File: src/rtl/pipelined_adder_pkg.sv
// pipelined_adder_pkg: shared constants, default width (from `W_COE) and stage record for pipelined_adder
`ifndef W_COE
`define W_COE 8
`endif
package pipelined_adder_pkg;
   localparam int DEF_WIDTH = `W_COE;
   localparam int DEF_STAGES = 4;
   localparam int SEG = DEF_WIDTH / DEF_STAGES;
   typedef struct packed {
      logic valid;
      logic [DEF_WIDTH-1:0] a_rem;
      logic [DEF_WIDTH-1:0] b_rem;
      logic [DEF_WIDTH-1:0] sum_lo;
      logic carry;
   } stage_t;
   function automatic int seg_bits(input int width, input int stages);
      return width / stages;
   endfunction
endpackage

File: src/rtl/pipelined_adder_segment.sv
// adder_segment: combinational SEG-bit ripple adder built from full_adder_1bit cells
module full_adder_1bit (
   input  logic a,
   input  logic b,
   input  logic ci,
   output logic s,
   output logic co
);
   assign s = a ^ b ^ ci;
   assign co = (a & b) | (ci & (a ^ b));
endmodule

module adder_segment #(parameter int SEG = 2) (
   input  logic [SEG-1:0] a,
   input  logic [SEG-1:0] b,
   input  logic           ci,
   output logic [SEG-1:0] s,
   output logic           co
);
   logic [SEG:0] c;
   assign c[0] = ci;
   assign co = c[SEG];
   for (genvar i = 0; i < SEG; i++) begin : g_bit
      full_adder_1bit u_fa (.a(a[i]), .b(b[i]), .ci(c[i]), .s(s[i]), .co(c[i+1]));
   end
endmodule

File: src/rtl/pipelined_adder.sv
// pipelined_adder: STAGES-deep carry-segmented adder/subtractor with valid/ready flow control
// Optional signed-overflow output ovf is enabled by defining PIPE_ADDER_OVF_EN.
module pipelined_adder
   import pipelined_adder_pkg::*;
#(
   parameter int WIDTH = DEF_WIDTH,
   parameter int STAGES = DEF_STAGES
) (
   input  logic             clk,
   input  logic             rst_n,
   input  logic             in_valid,
   output logic             in_ready,
   input  logic [WIDTH-1:0] a,
   input  logic [WIDTH-1:0] b,
   input  logic             cin,
   input  logic             sub,
   output logic             out_valid,
   input  logic             out_ready,
   output logic [WIDTH-1:0] sum,
   output logic             cout
`ifdef PIPE_ADDER_OVF_EN
   ,
   output logic             ovf
`endif
);
   localparam int SW = seg_bits(WIDTH, STAGES);
   typedef struct packed {
      logic valid;
      logic [WIDTH-1:0] a_rem;
      logic [WIDTH-1:0] b_rem;
      logic [WIDTH-1:0] sum_lo;
      logic carry;
   } rec_t;
   logic adv;
   if (WIDTH % STAGES != 0) begin : g_chk
      $error("pipelined_adder: WIDTH must be a multiple of STAGES");
   end
   assign adv = !out_valid || out_ready;
   assign in_ready = !rst_n || adv;
   for (genvar k = 0; k < STAGES; k++) begin : stg
      rec_t src, dst, q;
      logic [SW-1:0] s;
      logic co;
      if (k == 0) begin : g_in
         // subtraction folds into addition: a + ~b + ~cin
         assign src = '{valid: in_valid, a_rem: a, b_rem: sub ? ~b : b, sum_lo: '0, carry: sub ? ~cin : cin};
      end else begin : g_link
         assign src = stg[k-1].q;
      end
      adder_segment #(.SEG(SW)) u_seg (
         .a(src.a_rem[k*SW +: SW]), .b(src.b_rem[k*SW +: SW]), .ci(src.carry), .s(s), .co(co)
      );
      always_comb begin
         dst = src;
         dst.sum_lo[k*SW +: SW] = s;
         dst.carry = co;
      end
      always_ff @(posedge clk)
         if (!rst_n) q <= '0;
         else if (adv) q <= dst;
   end
   assign out_valid = stg[STAGES-1].q.valid;
   assign sum = stg[STAGES-1].q.sum_lo;
   assign cout = stg[STAGES-1].q.carry;
`ifdef PIPE_ADDER_OVF_EN
   // carry into the MSB is recovered as a ^ b ^ s at that bit
   always_ff @(posedge clk)
      if (!rst_n) ovf <= 1'b0;
      else if (adv) ovf <= stg[STAGES-1].src.a_rem[WIDTH-1] ^ stg[STAGES-1].src.b_rem[WIDTH-1]
                           ^ stg[STAGES-1].s[SW-1] ^ stg[STAGES-1].co;
`endif
endmodule

File: config.mk
export PLATFORM = sky130hd
export DESIGN_NAME = pipelined_adder
export DESIGN_NICKNAME = d
export VERILOG_FILES = /design/src/rtl/pipelined_adder_pkg.sv /design/src/rtl/pipelined_adder_segment.sv /design/src/rtl/pipelined_adder.sv
export SDC_FILE = /design/constraint.sdc
export NUM_CORES = 1
export LEC_CHECK = 0
export BUFFER_PORTS_ARGS = -buffer_cell sky130_fd_sc_hd__buf_4
export CORE_MARGIN = 8
export CORE_UTILIZATION = 30
export DETAILED_ROUTE_END_ITERATION = 8
export MAX_ROUTING_LAYER = met4
export SLEW_MARGIN = 25
export SYNTH_ARGS = -nofsm -noshare
export SYNTH_HDL_FRONTEND = slang
export SYNTH_SLANG_ARGS = --single-unit
File: constraint.sdc
create_clock -name clk -period 2.5 [get_ports clk]
set_input_delay 0.5 -clock clk [delete_from_list [all_inputs] [get_ports clk]]
set_output_delay 0.5 -clock clk [all_outputs]
set_load 0.01 [all_outputs]
## Word-level counts from Yosys, hierarchy flattened

Index checks and enable logic that the tools add are counted.

| storage, ports and cells | value |
|---|---|
| register bits | 76 |
| input port bits | 22 |
| output and inout bits | 11 |
| word-level logic and storage cells | 66 |

| cells by class | value |
|---|---|
| multiplexer cells | 2 |
| bitwise logic cells | 42 |
| reductions and logical operators | 4 |

Operator list:

| kind | number |
|---|---|
| 1-bit bitwise AND | 16 |
| 1-bit XOR | 16 |
| 8-bit two-way mux | 1 |
| 8-bit inverter | 1 |
| 1-bit OR | 8 |
| 1-bit zero test | 2 |
| 1-bit logical OR | 2 |
| 1-bit two-way mux | 1 |
| 1-bit inverter | 1 |

## Longest topological paths before layout

Gate-level depths: netlist (run 1).

| depth | value |
|---|---|
| depth in word-level cells | 7 |
| mapped depth | 7 |
| mapped depth without buffers | 6 |

## Cells and area by module

Synthesis (run 1) repeated with hierarchy kept, for this count alone.

| unflattened totals | value |
|---|---|
| cell total of the unflattened synthesis | 237 |
| area total of the unflattened synthesis | 2150.8 um^2 |

By module, submodules not included:

| module | times used | cells an instance | area an instance (um^2) | seq. area each (um^2) |
|---|---|---|---|---|
| pipelined_adder | 1 | 229 | 1990.7 | 1041.0 |
| full_adder_1bit | 8 | 1 | 20.0 | 0.0 |

## Worst setup path before layout (run 1)

No wires, ideal clock.

| timing path | value |
|---|---|
| path kind | input to register |
| start | input port sub |
| end | register stg[0].q[2] (netlist name) |
| arrival time | 1803 ps |
| path slack | 578 ps |
| cell stages on the path | 7 |
| buffers on the path | 1 |
| cell sequence | buf_2 > xnor2_1 > fa_1 > inv_1 > fa_1 > nand2_1 > a21boi_2 |

RTL lines:

| what | line | text |
|---|---|---|
| start, declared | pipelined_adder.sv:16 | `input logic sub,` |
| end signal, assigned | pipelined_adder.sv:60 | `else if (adv) q <= dst;` |
| end, declared | pipelined_adder.sv:41 | `rec_t src, dst, q;` |

==> out/metrics.yaml, run 1 <==
outcome: "finished clean"
drive_gt1_frac: 0.264
final_common_cell: "nand2_1"
ys_seq_area_frac: 0.445
overflow: 0
fmaxAchievable_mhz: 604
cp_max_fo: 9
cts_made_buffers: 5
switching_share: 0.252
rsz0062_at_grt: "no"
peakVddDrop_uv: 243
internal_power_mw: 1.18
postCtsResizedCells: 0
synth_area_um2: 2340
port_buffers: 32
clock_power_share: 0.302
critical-path-max-stage-delay_ps: 400
clk_pin_slew_ps: 100
insertion_delay_ps: 310
synth_cell_types: 21
power.share.combinational: 0.123
rows: 32
grt_usage: 0.0862
hold_ws_ps: 451
mostFrequentLayoutCells: "nand2_1, dfxtp_1, buf_4"
final.period_utilization: 0.662
synth_top_cell_area_share: 0.445
synthTopCellsByArea: "dfxtp_1, a21boi_2, nand2_1, fa_1, o211a_1"
cts.sinks: 52
routed_wirelength_mm: 4.31
crit_slowest_cell: "fa_1"
setup_violations: 0
yosysWarnings: 0
yosys.area.top_type: "dfxtp_1"
critical-path-top-delay-family: "adder cells"
hold_viol: 0
final_nets: 298
switchingPower_mw: 0.399
start_util: 0.306
dieArea_um2: 10900
power_mw: 1.58
drt_iter0_drc: 70
p_leak_nw: 1.11
firstDrtPassIters: 4
via_count: 1583
final_area_um2: 2680
crit_top_cell: "fa_1"
maxCapViolations: 0
drc: 0
postSynthNetCount: 274
cts_tree: "done"
min_path_type: "in -> reg"
synthToLayoutAreaGrowth_pct: 14.4
crit_buf_inv: 2
skew_ps: 9.98
clock_path_buffers: 2
critPathRequiredTime_ps: 2700
boundaryPins: 33
syn_inst: 244
grt_max_degree: 68
start_kind: "input pin"
grt_pass1_wl_mm: 7.54
path_class: "in -> reg"
die_w_um: 104
antenna_cells: 0
p_seq_frac: 0.575
place_area_um2: 2590
syn_area_per_cell_um2: 9.58
worst_pin_slew_ps: 680
powerDensity_nw_per_um2: 591
slew_violations: 0
wire_per_inst_um: 11.6
final_antenna_net_count: 0
ys_ff_latch: 52
cts_hold_buffers: 0
antenna_found_initial: 0
core_um2: 7650
crit_chain: "buf_4 > xnor2_1 > fa_1 > inv_1 > fa_1 > nand2_1 > a21boi_2"
final_util: 0.350
dieHeight_um: 104
gp_congestion: 0.693
min_period_ps: 1660
slew_headroom: 0.546
post_cts_buffers: 0
via_per_inst: 4.27
dp_hpwl_mm: 2.89
cp.arrival_ps: 1860
grt_pass1_vias: 1655
endpoint_kind: "flip-flop"
final.setup.tns_ps: 0
htreeDepth: 2
root_buffer: "clkbuf_8"
==> per-stage QoR <==
| stage | cells | setup slack (ps) |
|---|---|---|
| after detailed placement | 363 | 503 |
| after global placement | 363 | 526 |
| final | 371 | 844 |
| after floorplan | 244 | 578 |
| after CTS | 371 | 840 |
| after global routing | 371 | 771 |
==> Yosys cell counts <==
master    count
nand2_1      81
dfxtp_1      52
a21boi_2     28
inv_1        17
o211a_1      10
fa_1          8
xnor2_1       8
a21boi_0      7
a21oi_1       6
o21ai_1       5
buf_2         4
clkbuf_1      4
buf_6         3
buf_8         3
buf_4         2
and2b_1       1
clkbuf_2      1
nand2b_4      1
o21a_1        1
o21ai_0       1
xor2_1        1
==> state kept, by name, summed over array words and instances (netlist names) <==
name and cells:
sum 8, stg.q 42, out_valid 1, cout 1
==> final cells by class <==
cell class	instances	area (um2)
fill	821	4970
inverter	17	63.8
sequential	52	1040
clock inverter	3	18.8
clock buffer	5	68.8
timing repair buffer	34	255
multi-input combinational	158	1100
tap	102	128
==> power by group through the flow <==
stage	sequential, mW	clock, mW	combinational, mW
2_1_floorplan	0.925	0	0.139
3_3_place_gp	0.926	0	0.196
3_5_place_dp	0.928	0	0.200
4_1_cts	0.909	0.502	0.201
5_1_grt	0.916	0.537	0.226
6_report	0.909	0.477	0.195
==> final timing paths <==
kind	to	slack (ps)	start	cells past startpoint
min	stg[0].q[19]	450	a[2]	3
max reg2reg	sum[7]	860	stg[2].q[23]	5
max	stg[0].q[2]	840	sub	7
min reg2reg	stg[1].q[23]	460	stg[1].q[23]	2
==> worst reg2reg max path, delay by kind of cell, from the launching register on <==
kind / cells / cell delay (ps)
and+or+nand+nor: 1 / 50
buffers and inverters: 1 / 60
AOI/OAI and AO/OA: 1 / 140
DFF: 1 / 340
adders and majority gates: 2 / 940
==> routing by layer <==
layer  vias up  part of all wire  GRT usage  routed length (um)
met1       737              0.49     0.0985                2130
li1        819                 -          -                   -
met5         -                 0          -                   0
met4         0             0.012     0.0310                  51
met2        23              0.46      0.140                1970
met3         4             0.038     0.0248                 166
==> kinds of logic after synthesis <==
kind of cell | after synthesis | synth area share
AOI/OAI and AO/OA | 58 | 0.229
xor gates and xnor gates | 9 | 0.0337
adders and majority gates | 8 | 0.0685
buffers and inverters | 34 | 0.0845
DFF | 52 | 0.445
and+or+nand+nor | 83 | 0.139
(Power assumes the default switching activity.)
==> run 2, diff against run 1 <==
==> constraint.sdc (replaced) <==
create_clock -name clk -period 1.5 [get_ports clk]
set_input_delay 0.3 -clock clk [delete_from_list [all_inputs] [get_ports clk]]
set_output_delay 0.3 -clock clk [all_outputs]
set_load 0.01 [all_outputs]
==> run 2 against run 1 <==
Compared with the run above: the flow now finishes with violations (negative setup slack); critical path depth down 2; cell count grew 1.9%; utilization increased by 1.6 points; clock power is 72% higher; cell area is 4.4% higher; flip-flop and latch count did not move; worst setup slack worse by 850 ps; global-route usage is 0.43 points lower.
==> out/metrics.yaml, run 2 (synthesized netlist as in run 1, its figures left out) <==
outcome: "finished with violations"
violations: "negative setup slack"
mostFrequentLayoutCells: "nand2_1, dfxtp_1, buf_4"
worst_pin_slew_ps: 273  # -407 ps
grt_pass1_vias: 1597  # -3.5%
final.setup.tns_ps: -20.0  # -20.0 ps
internal_power_mw: 2.04  # +73%
start_kind: "flip-flop"
fin_ws_ps: -9.50  # -853 ps
powerDensity_nw_per_um2: 963  # +63%
gr-usage-met3: 0.0248  # unchanged
synthToLayoutAreaGrowth_pct: 19.5
gp_congestion: 0.700  # +1.0%
power.share.combinational: 0.132  # +0.009
via_count: 1609  # +1.6%
path_class: "reg -> reg"
p_leak_nw: 1.16  # +4.7%
start_util: 0.306  # unchanged
via_per_inst: 4.26  # -0.24%
hold_ws_ps: 251  # -200 ps
regMostFlops: "stg.q"
final_antenna_net_count: 0  # unchanged
min_path_type: "in -> reg"
htreeDepth: 2  # unchanged
antenna_cells: 0  # unchanged
wire_per_inst_um: 11.3  # -2.4%
fmaxAchievable_mhz: 662
grtUsageMet1: 0.102  # +0.00313
grt_usage: 0.0818  # -0.00435
die_w_um: 104  # unchanged
setup_violations: 3  # +3
crit_buf_inv: 1  # -1
firstDrtPassIters: 4  # unchanged
crit_slowest_cell: "fa_1"
cts_tree: "done"
peakVddDrop_uv: 438  # +81%
dp_hpwl_mm: 3.16  # +9.4%
slew_violations: 0  # unchanged
place_area_um2: 2680  # +3.6%
met2_usage: 0.126  # -0.0146
maxCapViolations: 0  # unchanged
port_buffers: 32  # unchanged
slew_headroom: 0.818  # +0.271
critical-path-max-stage-delay_ps: 490  # +90 ps
cp_max_fo: 2  # -7
grt_max_degree: 31  # -54%
final.period_utilization: 1.01
insertion_delay_ps: 300  # about the same
root_buffer: "clkbuf_8"
cts_made_buffers: 5  # unchanged
dieArea_um2: 10900  # unchanged
final_common_cell: "nand2_1"
cts.sinks: 52  # unchanged
skew_ps: 5.35  # -4.63 ps
boundaryPins: 33  # unchanged
critPathRequiredTime_ps: 1700  # -1000 ps
rows: 32  # unchanged
endpoint_kind: "flip-flop"
min_period_ps: 1510
clock_path_buffers: 2  # unchanged
cp.arrival_ps: 1710  # -150 ps
overflow: 0  # unchanged
grt.busiest_layer: "met2"
critical-path-top-delay-family: "adder cells"
clk_pin_slew_ps: 90  # about the same
clock_power_share: 0.304  # +0.002
switching_share: 0.242  # -0.0100
grt_pass1_wl_mm: 7.27  # -3.6%
final_nets: 305  # +2.3%
crit_chain: "inv_2 > fa_2 > fa_1 > nand2_1 > o211a_1"
drc: 0  # unchanged
antenna_found_initial: 0  # unchanged
rsz0062_at_grt: "yes"
dieHeight_um: 104  # unchanged
drive_gt1_frac: 0.351  # +0.0875
switchingPower_mw: 0.652  # +64%
routed_wirelength_mm: 4.29  # -0.60%
p_seq_frac: 0.564  # -0.011
power_mw: 2.69  # +70%
core_um2: 7650  # unchanged
final_area_um2: 2790  # +4.4%
hold_viol: 0  # unchanged
largest_reg_flops: 42  # unchanged
drt_iter0_drc: 78  # +11%
cts_hold_buffers: 0  # unchanged
==> run 2: power by group through the flow <==
stage          Combinational [mW]  Sequential, mW  Clock [mW]
3_5_place_dp                0.357            1.55           0
6_report                    0.354            1.52       0.819
5_1_grt                     0.399            1.53       0.915
4_1_cts                     0.359            1.52       0.850
2_1_floorplan               0.248            1.54           0
3_3_place_gp                0.347            1.55           0
==> run 2: worst paths after layout <==
path                from           end  slack, ps  cells past startpoint
max reg2reg  stg[2].q[0]        sum[7]         -9                      5
min reg2reg  stg[2].q[4]   stg[2].q[4]        460                      2
max          stg[2].q[0]        sum[7]         -9                      5
min                 a[2]  stg[0].q[19]        250                      3
==> run 2: stage by stage <==
stage               std cells  worst slack [ps]   util
floorplan                 244             -95.1      -
global placement          369              -132  0.351
detailed placement        369              -156  0.351
CTS                       377             -33.0  0.364
global route              378             -59.4  0.365
finish                    378             -9.50  0.365
==> run 2: timing repair <==
item,4_1_cts,5_1_grt
buffers inserted,0,1
gates resized for setup,9,4
setup endpoints to repair,3,4
pin swaps,3,1
endpoints found under the hold margin,0,0
==> run 2: routing by layer <==
layer / vias to the layer above / part of all wire
met3: 5 / 0.031
met1: 745 / 0.50
met2: 27 / 0.46
li1: 832 / -
met5: - / 0
met4: 0 / 0.011
==> run 2: cell type report <==
class / count / area [um2]
multi-input cells: 158 / 1140
well taps: 102 / 128
flip-flops and latches: 52 / 1050
clock buffers: 7 / 86.3
repair buffers: 41 / 320
clock inverters: 1 / 7.51
inverters: 17 / 63.8
fillers: 792 / 4850
==> run 2: worst register-to-register path, stage by stage (launching register included) <==
cell	delay, ps
dfxtp_2	340
inv_2	40
fa_2	380
fa_1	490
nand2_1	50
o211a_1	120
==> run 3, diff against run 2 <==
==> constraint.sdc (replaced) <==
create_clock -name clk -period 1.9 [get_ports clk]
set_input_delay 0.38 -clock clk [delete_from_list [all_inputs] [get_ports clk]]
set_output_delay 0.38 -clock clk [all_outputs]
set_load 0.01 [all_outputs]
==> run 3 against run 2 <==
Compared with the run above: the run now ends clean; critical endpoint unchanged; flip-flop and latch count unchanged; register-to-register slack better by 280 ps; cell area down 3.5%; first-iteration DRC count down 47%; routed wire length up 2.2%; critical path depth unchanged; clock power down 22%; die area unchanged; utilization down 1.3 points; critical path type unchanged.
==> out/metrics.yaml, run 3 (synthesized netlist as in run 1, its figures left out) <==
rows: 32  # unchanged
fmaxAchievable_mhz: 612  # -7.6%
regMostFlops: "stg.q"
critical-path-max-stage-delay_ps: 490  # about the same
slew_violations: 0  # unchanged
grt_pass1_vias: 1658  # +3.8%
postCtsResizedCells: 0  # -9
drive_gt1_frac: 0.269  # -0.0821
drt_iter0_drc: 41  # -47%
cts.sinks: 52  # unchanged
maxCapViolations: 0  # unchanged
cts_tree: "done"
synthToLayoutAreaGrowth_pct: 15.2
drc: 0  # unchanged
crit_buf_inv: 1  # unchanged
setup_violations: 0  # -3
firstDrtPassIters: 4  # unchanged
root_buffer: "clkbuf_8"
start_util: 0.306  # unchanged
via_per_inst: 4.26  # about the same
peakVddDrop_uv: 445  # +1.6%
crit_slowest_cell: "fa_1"
start_kind: "flip-flop"
final_nets: 300  # -1.6%
post_cts_buffers: 0  # unchanged
dieArea_um2: 10900  # unchanged
antenna_found_initial: 0  # unchanged
wire_per_inst_um: 11.7  # +3.6%
clk_pin_slew_ps: 90  # about the same
largest_reg_flops: 42  # unchanged
rsz0062_at_grt: "no"
dp_hpwl_mm: 3.10  # -2.0%
via_count: 1589  # -1.2%
insertion_delay_ps: 300  # about the same
htreeDepth: 2  # unchanged
antenna_cells: 0  # unchanged
powerDensity_nw_per_um2: 778  # -19%
hold_viol: 0  # unchanged
grt_pass1_wl_mm: 7.68  # +5.6%
core_um2: 7650  # unchanged
cp_max_fo: 2  # unchanged
worst_pin_slew_ps: 658  # +385 ps
hold_ws_ps: 328  # +77.1 ps
final_antenna_net_count: 0  # unchanged
dieHeight_um: 104  # unchanged
routed_wirelength_mm: 4.38  # +2.2%
boundaryPins: 33  # unchanged
port_buffers: 32  # unchanged
final.setup.tns_ps: 0  # +20.0 ps
final.period_utilization: 0.860  # -0.147
slew_headroom: 0.561  # -0.256
cts_hold_buffers: 0  # unchanged
outcome: "finished clean"
min_period_ps: 1630  # +124 ps
clock_path_buffers: 2  # unchanged
grt_max_degree: 68  # +120%
critPathRequiredTime_ps: 2100  # +400 ps
grt_usage: 0.0877  # +0.00587
final_common_cell: "nand2_1"
cp.arrival_ps: 1830  # +120 ps
cts_made_buffers: 5  # unchanged
critical-path-top-delay-family: "adder cells"
path_class: "reg -> reg"
endpoint_kind: "flip-flop"
p_leak_nw: 1.13  # -3.3%
gp_congestion: 0.682  # -2.6%
crit_chain: "inv_1 > fa_1 > fa_1 > nand2_1 > o211a_1"
mostFrequentLayoutCells: "nand2_1, dfxtp_1, buf_4"
die_w_um: 104  # unchanged
skew_ps: 3.59  # -1.76 ps
crit_top_cell: "fa_1"
min_path_type: "in -> reg"
overflow: 0  # unchanged
-- run 3: final cells by class --
class                           instances  area (um2)
Timing Repair Buffer                   36         270
Multi-Input combinational cell        158        1100
Clock buffer                            6        82.6
Clock inverter                          2        10.0
Inverter                               17        63.8
Tap cell                              102         128
Fill cell                             822        4950
Sequential cell                        52        1040
-- run 3: final timing paths --
check	startpoint	to	slack, ps	depth (start not counted)
worst max register to register	stg[2].q[23]	sum[7]	270	5
worst max-delay path	stg[2].q[23]	sum[7]	270	5
worst min register to register	sum[3]	sum[3]	460	2
worst min-delay path	a[7]	stg[0].q[24]	330	3
-- run 3: per-stage QoR --
stage | cell area [um2] | total power [mW] | cells | worst slack [ps] | utilization
CTS | 2700 | 2.14 | 373 | 248 | 0.352
global route | 2700 | 2.23 | 373 | 195 | 0.352
floorplan | 2340 | 1.40 | 244 | 98.3 | -
finish | 2700 | 2.10 | 373 | 267 | 0.352
global placement | 2600 | 1.48 | 365 | 98.8 | 0.340
detailed placement | 2600 | 1.49 | 365 | 67.1 | 0.340
-- run 3: worst min-delay path, delay by kind of cell --
family	cells	cell delay (ps)
and+or+nand+nor	1	40
buffers and inverters	1	110
AOI/OAI and AO/OA	1	60
-- run 3: where the power goes --
| part | switching [mW] | internal (mW) |
|---|---|---|
| Clock | 0.349 | 0.291 |
| Sequential | 0.0341 | 1.16 |
| Combinational | 0.124 | 0.138 |
-- run 3: metal layers --
layer	vias to the layer above	GRT usage	wire, um
li1	824	-	-
met1	735	0.103	2050
met2	25	0.142	2110
met3	5	0.0248	174
met4	0	0.0279	46
met5	-	-	0
